===== config.mk =====
export PLATFORM = sky130hd
export DESIGN_NAME = avalon_mem_arbiter
export DESIGN_NICKNAME = d
export VERILOG_FILES = /design/src/rtl/avalon_bus_pkg.sv /design/src/rtl/avalon_mem_arbiter.sv
export SDC_FILE = /design/constraint.sdc
export NUM_CORES = 1
export LEC_CHECK = 0
export BUFFER_PORTS_ARGS = -buffer_cell sky130_fd_sc_hd__buf_2
export CORE_AREA = 4 4 105 107
export DETAILED_ROUTE_END_ITERATION = 8
export DIE_AREA = 0 0 109 111
export PLACE_DENSITY = 0.51
export SYNTH_ARGS = -nofsm -noshare
export SYNTH_HDL_FRONTEND = slang
export SYNTH_SLANG_ARGS = --single-unit

===== constraint.sdc =====
create_clock -name clk -period 5.15 [get_ports clk]
set_input_delay 0.7725 -clock clk [delete_from_list [all_inputs] [get_ports clk]]
set_output_delay 0.7725 -clock clk [all_outputs]
set_load 0.03 [all_outputs]

===== src/rtl/avalon_bus_pkg.sv =====
// Shared types and constants for the Avalon memory arbiter.
package avalon_bus_pkg;

    typedef enum logic [1:0] {
        IDLE,
        GNT_IF,
        GNT_D
    } arb_state_t;

    typedef enum logic {
        PORT_IF,
        PORT_D
    } port_id_t;

    localparam logic [31:0] BUS_ERR_DATA = 32'hFFFF_FFFF;

endpackage


===== src/rtl/avalon_mem_arbiter.sv =====
// Purpose: shares one Avalon master between fetch and load/store requesters, round-robin on contention.
// Latency: strobe one cycle after a request is seen in IDLE; chained grants complete one per cycle.
// Backpressure: slave waitrequest passes to the granted port; ungranted requesters stall; watchdog aborts stuck grants.
module avalon_mem_arbiter
    import avalon_bus_pkg::*;
#(
    parameter int ADDR_W  = 32,
    parameter int DATA_W  = 32,
    parameter int TIMEOUT = 255
) (
    input  logic                  clk,
    input  logic                  reset,
    input  logic                  if_read,
    input  logic [ADDR_W-1:0]     if_address,
    output logic [DATA_W-1:0]     if_readdata,
    output logic                  if_waitrequest,
    input  logic                  d_read,
    input  logic                  d_write,
    input  logic [ADDR_W-1:0]     d_address,
    input  logic [DATA_W-1:0]     d_writedata,
    input  logic [DATA_W/8-1:0]   d_byteenable,
    output logic [DATA_W-1:0]     d_readdata,
    output logic                  d_waitrequest,
    output logic [ADDR_W-1:0]     address,
    output logic                  read,
    output logic                  write,
    output logic [DATA_W-1:0]     writedata,
    output logic [DATA_W/8-1:0]   byteenable,
    input  logic                  waitrequest,
    input  logic [DATA_W-1:0]     readdata,
    output logic                  bus_err,
    output logic                  protocol_err
);

    localparam int BE_W  = DATA_W / 8;
    localparam int CNT_W = (TIMEOUT > 0) ? $clog2(TIMEOUT + 1) : 1;
    localparam bit WD_EN = (TIMEOUT > 0);
    localparam logic [CNT_W-1:0] CNT_MAX = CNT_W'(TIMEOUT);

    typedef struct packed {
        logic [ADDR_W-1:0] address;
        logic              read;
        logic              write;
        logic [DATA_W-1:0] writedata;
        logic [BE_W-1:0]   byteenable;
    } mst_req_t;

    arb_state_t        state, state_nxt;
    port_id_t          last_gnt, last_gnt_nxt;
    logic [CNT_W-1:0]  cnt, cnt_nxt;
    mst_req_t          mst;
    logic              if_req, d_req, gnt_d, gnt_req, done, wd_fire;
    logic [DATA_W-1:0] rdata;

    assign if_req = if_read;
    assign d_req  = d_read | d_write;

    always_ff @(posedge clk or posedge reset) begin
        if (reset) begin
            state        <= IDLE;
            last_gnt     <= PORT_IF;
            cnt          <= '0;
            bus_err      <= 1'b0;
            protocol_err <= 1'b0;
        end else begin
            state        <= state_nxt;
            last_gnt     <= last_gnt_nxt;
            cnt          <= cnt_nxt;
            bus_err      <= bus_err | wd_fire;
            protocol_err <= protocol_err | (d_read & d_write);
        end
    end

    always_comb begin
        state_nxt      = state;
        last_gnt_nxt   = last_gnt;
        cnt_nxt        = cnt;
        mst            = '0;
        gnt_d          = (state == GNT_D);
        gnt_req        = 1'b0;
        done           = 1'b0;
        wd_fire        = 1'b0;
        rdata          = readdata;
        if_waitrequest = if_req;
        d_waitrequest  = d_req;
        if_readdata    = '0;
        d_readdata     = '0;

        if (state == IDLE) begin
            cnt_nxt = '0;
            if (if_req && d_req)
                state_nxt = (last_gnt == PORT_IF) ? GNT_D : GNT_IF;
            else if (if_req)
                state_nxt = GNT_IF;
            else if (d_req)
                state_nxt = GNT_D;
        end else begin
            gnt_req = gnt_d ? d_req : if_req;
            done    = gnt_req && !waitrequest;
            // A slave that releases on the deadline cycle still completes normally.
            wd_fire = WD_EN && gnt_req && waitrequest && (cnt == CNT_MAX);
            if (wd_fire)
                rdata = DATA_W'(BUS_ERR_DATA);

            if (gnt_d) begin
                // Simultaneous read and write is resolved as a write.
                mst.address    = d_address;
                mst.read       = d_read & ~d_write;
                mst.write      = d_write;
                mst.writedata  = d_writedata;
                mst.byteenable = d_byteenable;
                d_waitrequest  = d_req && waitrequest && !wd_fire;
                d_readdata     = d_req ? rdata : '0;
            end else begin
                mst.address    = if_address;
                mst.read       = if_read;
                mst.byteenable = {BE_W{if_read}};
                if_waitrequest = if_req && waitrequest && !wd_fire;
                if_readdata    = if_req ? rdata : '0;
            end

            if (!gnt_req || wd_fire) begin
                state_nxt = IDLE;
                cnt_nxt   = '0;
            end else if (done) begin
                state_nxt = gnt_d ? (if_req ? GNT_IF : IDLE) : (d_req ? GNT_D : IDLE);
                cnt_nxt   = '0;
            end else if (cnt != CNT_MAX) begin
                cnt_nxt = cnt + 1'b1;
            end

            if (done || wd_fire)
                last_gnt_nxt = gnt_d ? PORT_D : PORT_IF;
        end

        if (reset) begin
            mst            = '0;
            if_waitrequest = 1'b1;
            d_waitrequest  = 1'b1;
            if_readdata    = '0;
            d_readdata     = '0;
        end
    end

    assign address    = mst.address;
    assign read       = mst.read;
    assign write      = mst.write;
    assign writedata  = mst.writedata;
    assign byteenable = mst.byteenable;

endmodule


After elaboration in Yosys (flattened, before gate mapping)
Index checks and enable logic that the tools add are counted.
- word-level logic and storage cells: 72
- output and inout bits: 138
- bits in registers: 13
- $add $sub $neg: 1
- bitwise gates (word level): 7
- mux-type cells: 37
- equality and inequality tests: 4
- reductions and logical operators: 18
- operators with widths (kind ; number):
    $mux W32 ; 9
    $mux W70 ; 2
    $mux W33 ; 2
    $mux W8 ; 4
    $mux W2 ; 9
    $mux W1 ; 10
    $add A8 B1 Y8 const B ; 1
    $eq A8 B8 Y1 const B ; 1
    $logic_and A1 B1 Y1 ; 8
    $ne A8 B8 Y1 const B ; 1
    $mux W4 ; 1
    $ne A4 B3 Y1 const B ; 1
    $reduce_and A2 Y1 ; 2
    $reduce_bool A4 Y1 ; 1
    $logic_not A1 Y1 ; 3
    $or A1 B1 Y1 ; 3
    $reduce_bool A3 Y1 ; 1
    $and A1 B1 Y1 ; 2
    $eq A2 B2 Y1 const B ; 1
    $logic_not A2 Y1 ; 1
    $logic_or A1 B1 Y1 ; 2
    $not A1 Y1 ; 2

Logic depth before layout (Yosys ltp)
- word-level depth: 9
- gate-level depth with buffers: 8
- gate-level depth less buffers: 5

Worst setup path before layout
OpenSTA, ideal clock, no wires.
- kind: input port to output port
- start: in d_read
- end: out d_readdata[10]
- arrival: 1978 ps
- required time: 4378 ps
- path slack: 2400 ps
- stages on the path: 6
- cells stage by stage: or2_1 -> mux2_4 -> and2_4 -> buf_6 -> buf_6 -> o21a_1
- longest elaborated chain between the ends: 9
- RTL lines (what ; RTL line ; RTL):
    start: declaration ; avalon_mem_arbiter.sv:17 ; input logic d_read,
    $or A1 B1 Y1 (*) ; avalon_mem_arbiter.sv:56 ; assign d_req = d_read | d_write;
    $mux W1 ; avalon_mem_arbiter.sv:98 ; gnt_req = gnt_d ? d_req : if_req;
    $logic_and A1 B1 Y1 (2 in series) ; avalon_mem_arbiter.sv:101 ; wd_fire = WD_EN && gnt_req && waitrequest && (cnt == CNT_MAX);
    $mux W32 ; avalon_mem_arbiter.sv:102 ; if (wd_fire)
    $mux W32 (*) ; avalon_mem_arbiter.sv:113 ; d_readdata = d_req ? rdata : '0;
    $mux W32 (*) ; avalon_mem_arbiter.sv:105 ; if (gnt_d) begin
    $mux W32 (*) ; avalon_mem_arbiter.sv:89 ; if (state == IDLE) begin
    $mux W32 (*) ; avalon_mem_arbiter.sv:136 ; if (reset) begin
    end: declaration ; avalon_mem_arbiter.sv:22 ; output logic [DATA_W-1:0] d_readdata,
Mark *: on every way between the ends. The rest lies on a longest branch, timed or not.

Worst setup path after layout
- start: reg state[1]
- end: out d_readdata[31]
- longest elaborated chain between the ends: 9
- elaborated cells between the ends (all ways): 10
- RTL lines (what ; RTL line ; RTL):
    start: declaration ; avalon_mem_arbiter.sv:48 ; arb_state_t state, state_nxt;
    start signal: assignment ; avalon_mem_arbiter.sv:66 ; state <= state_nxt;
    $eq A2 B2 Y1 ; avalon_mem_arbiter.sv:79 ; gnt_d = (state == GNT_D);
    $mux W1 ; avalon_mem_arbiter.sv:98 ;
    $logic_and A1 B1 Y1 (2 in series) ; avalon_mem_arbiter.sv:101 ;
    $mux W32 ; avalon_mem_arbiter.sv:102 ;
    $mux W32 ; avalon_mem_arbiter.sv:113 ;
    $mux W32 ; avalon_mem_arbiter.sv:105 ;
    $mux W32 (*) ; avalon_mem_arbiter.sv:89 ;
    $mux W32 (*) ; avalon_mem_arbiter.sv:136 ;
Marked as above.

==> impl_metrics.tcl <==
set metrics [dict create \
    grt_start_max_net_pins 65 \
    htree_levels 1 \
    cts_buffer_depth 2 \
    yosysUniqueCellTypes 37 \
    relSlewSlack 0.210 \
    min_path_type "flop to flop" \
    cts_buffers 3 \
    crit_fanout 64 \
    cp.required_ns 4.38 \
    drc 0 \
    wl_per_cell_um 15.6 \
    portBuffers 275 \
    slowest_stage "nor2b_2" \
    drtIter0Drc 180 \
    synth_area_um2 1900 \
    synth_cells 241 \
    grt_pass1_wl_um 14000 \
    cts_tree "done" \
    leakage_nw 2.11 \
    hold_buffers 0 \
    grt_pass1_vias 2694 \
    fin_util 0.331 \
    p_per_area_nw_per_um2 317 \
    grt-ovfl-total 0 \
    cp-end-kind "output pin" \
    ys.flop_type "dfrtp_1" \
    dr.pass1.iters 4 \
    holdWs_ns 0.464 \
    rows 37 \
    setup_viol_count_final 0 \
    syn_to_final_growth_pct 76.4 \
    cts_setup_buffers 0 \
    dieHeight_um 111 \
    viasPerCell 4.44 \
    grt_use_total 0.141 \
    cp-start-kind "flop" \
    clock_power_share 0.084 \
    syn_nets 380 \
    num_antenna_cells 0 \
    synth.avg_cell_area_um2 7.90 \
    rsz0062_at_grt "false" \
    drive_above_1_share 0.587 \
    clk_latency_ns 0.24 \
    routed_wl_um 9830 \
    switching_power_mw 0.621 \
    worst-path-buf-inv 1 \
    synth-seq-cells 13 \
    dpl.hpwl_um 8050 \
    gp_congestion 0.811 \
    path_cells "nor2b_2, mux2_4, and2_4, o21a_1, buf_2" \
    finalWorstSetupSlack_ns 1.46 \
    maxCapViolCount 0 \
    cpPeakStageDelay_ns 0.96 \
    async_reset_ff_frac 1.00 \
    layout.nets 634 \
    p_comb_frac 0.789 \
    p_seq_frac 0.128 \
    antenna_found_initial 0 \
    cts_sinks 13 \
    worstPathArrival_ns 2.92 \
    critPathKind "flop to output pin" \
    fp.dieW_um 109 \
    fin_tns_setup_ns 0 \
    slew_viol_final 0 \
    cts_resized 0 \
    synth_warnings 0 \
    swShare 0.584 \
    fmax_mhz 271 \
    internal_power_mw 0.443 \
    path_clk_slew_ns 0.05 \
    final_common_cell "buf_2" \
    period_share 0.717 \
    hold_violations 0 \
    synth_edf_count 0 \
    power_mw 1.06 \
    core_um2 10100 \
    num_vias 2799 \
    skew_ns 0.00476 \
    final_cell_mix "275 x buf_2, 65 x o21a_1, 33 x and3_1" \
    ant_nets 0 \
    preCtsSetupSlack_ns 1.80 \
    die_area_um2 12100 \
    yosysSeqAreaShare 0.171 \
    io_pins 276 \
    start_util 0.188 \
    status "finished clean" \
    tightest_slew_ns 1.18 \
    fin_crit_ns 3.69 \
    cts_root_buf "clkbuf_8" \
    crit_family "simple AND/OR/NAND/NOR gates" \
    vdd_drop_max_v 0.000162 \
]
==> per-stage QoR <==
stage          instances  area (um^2)
5_1_grt              630         3360
3_5_place_dp         626         3310
4_1_cts              630         3360
2_1_floorplan        241         1900
6_report             630         3360
3_3_place_gp         626         3310
==> routing by layer <==
metal  part of all wire  track usage  up-vias
li1                   -            -     1401
met1               0.40        0.167     1268
met4             0.0031      0.00758        0
met3              0.085       0.0227        4
met5                  0            0        -
met2               0.51        0.271      126
==> sequential cells by signal (all words and copies together) (netlist names) <==
signal,count
cnt,8
state,2
bus_err,1
last_gnt,1
protocol_err,1
==> cell type report <==
cell class | count | area, um^2
inverter | 2 | 7.51
timing repair buffer | 279 | 1410
tap | 136 | 170
fill | 1104 | 6780
sequential | 13 | 325
clock inverter | 1 | 5.00
clock buffer | 3 | 41.3
multi-input combinational | 196 | 1400
==> path summary, 6_finish.rpt <==
check | from | to | slack [ns] | cells after the start
hold / removal | protocol_err | protocol_err | 0.46 | 1
min in group asynchronous | reset | last_gnt | 0.52 | 2
setup reg to reg | state[1] | last_gnt | 3.03 | 4
max in group asynchronous | reset | cnt[7] | 4.04 | 3
hold reg to reg | protocol_err | protocol_err | 0.46 | 1
setup / recovery | state[1] | d_readdata[31] | 1.46 | 5
==> worst register-to-register path, cell delays in order, from the launching register on <==
cell     delay (ns)
dfrtp_1        0.43
nor2b_2        0.96
mux2_4         0.38
a31oi_1        0.17
a31oi_1        0.06
==> cells in the mapped netlist, types with 2 or more instances <==
library cell / instances / area share
nand2_1: 9 / 0.018
buf_6: 8 / 0.047
o31ai_1: 2 / 0.0079
a22o_1: 32 / 0.15
nor3_2: 2 / 0.011
nand3_1: 6 / 0.016
xor2_1: 2 / 0.0092
o21a_1: 65 / 0.26
nand3b_1: 2 / 0.0079
xnor2_1: 4 / 0.018
nor2b_1: 2 / 0.0066
nor2_1: 13 / 0.026
clkbuf_1: 15 / 0.030
and3_1: 33 / 0.11
dfrtp_1: 13 / 0.17
a21o_1: 7 / 0.028
a31oi_1: 2 / 0.0066
buf_2: 4 / 0.011
inv_1: 2 / 0.0039
==> cell families (layout without fill, tap and decap cells) <==
logic type / count (synthesis) / after routing / synth area share
simple gates: 74 / 74 / 0.218
flops: 13 / 13 / 0.171
compound gates: 113 / 113 / 0.463
mux: 2 / 2 / 0.0138
xor+xnor: 6 / 6 / 0.0276
buf+inv: 32 / 285 / 0.0999
fa+ha+maj: 1 / 1 / 0.00657
==> power by group through the flow <==
stage	sequential [mW]	clock [mW]	combinational, mW
after floorplan	0.127	0	0.606
after global placement	0.136	0	0.836
after detailed placement	0.137	0	0.838
after CTS	0.135	0.0925	0.842
after global routing	0.138	0.0958	0.892
final	0.136	0.0892	0.839
Power figures use the tool's default switching activity.
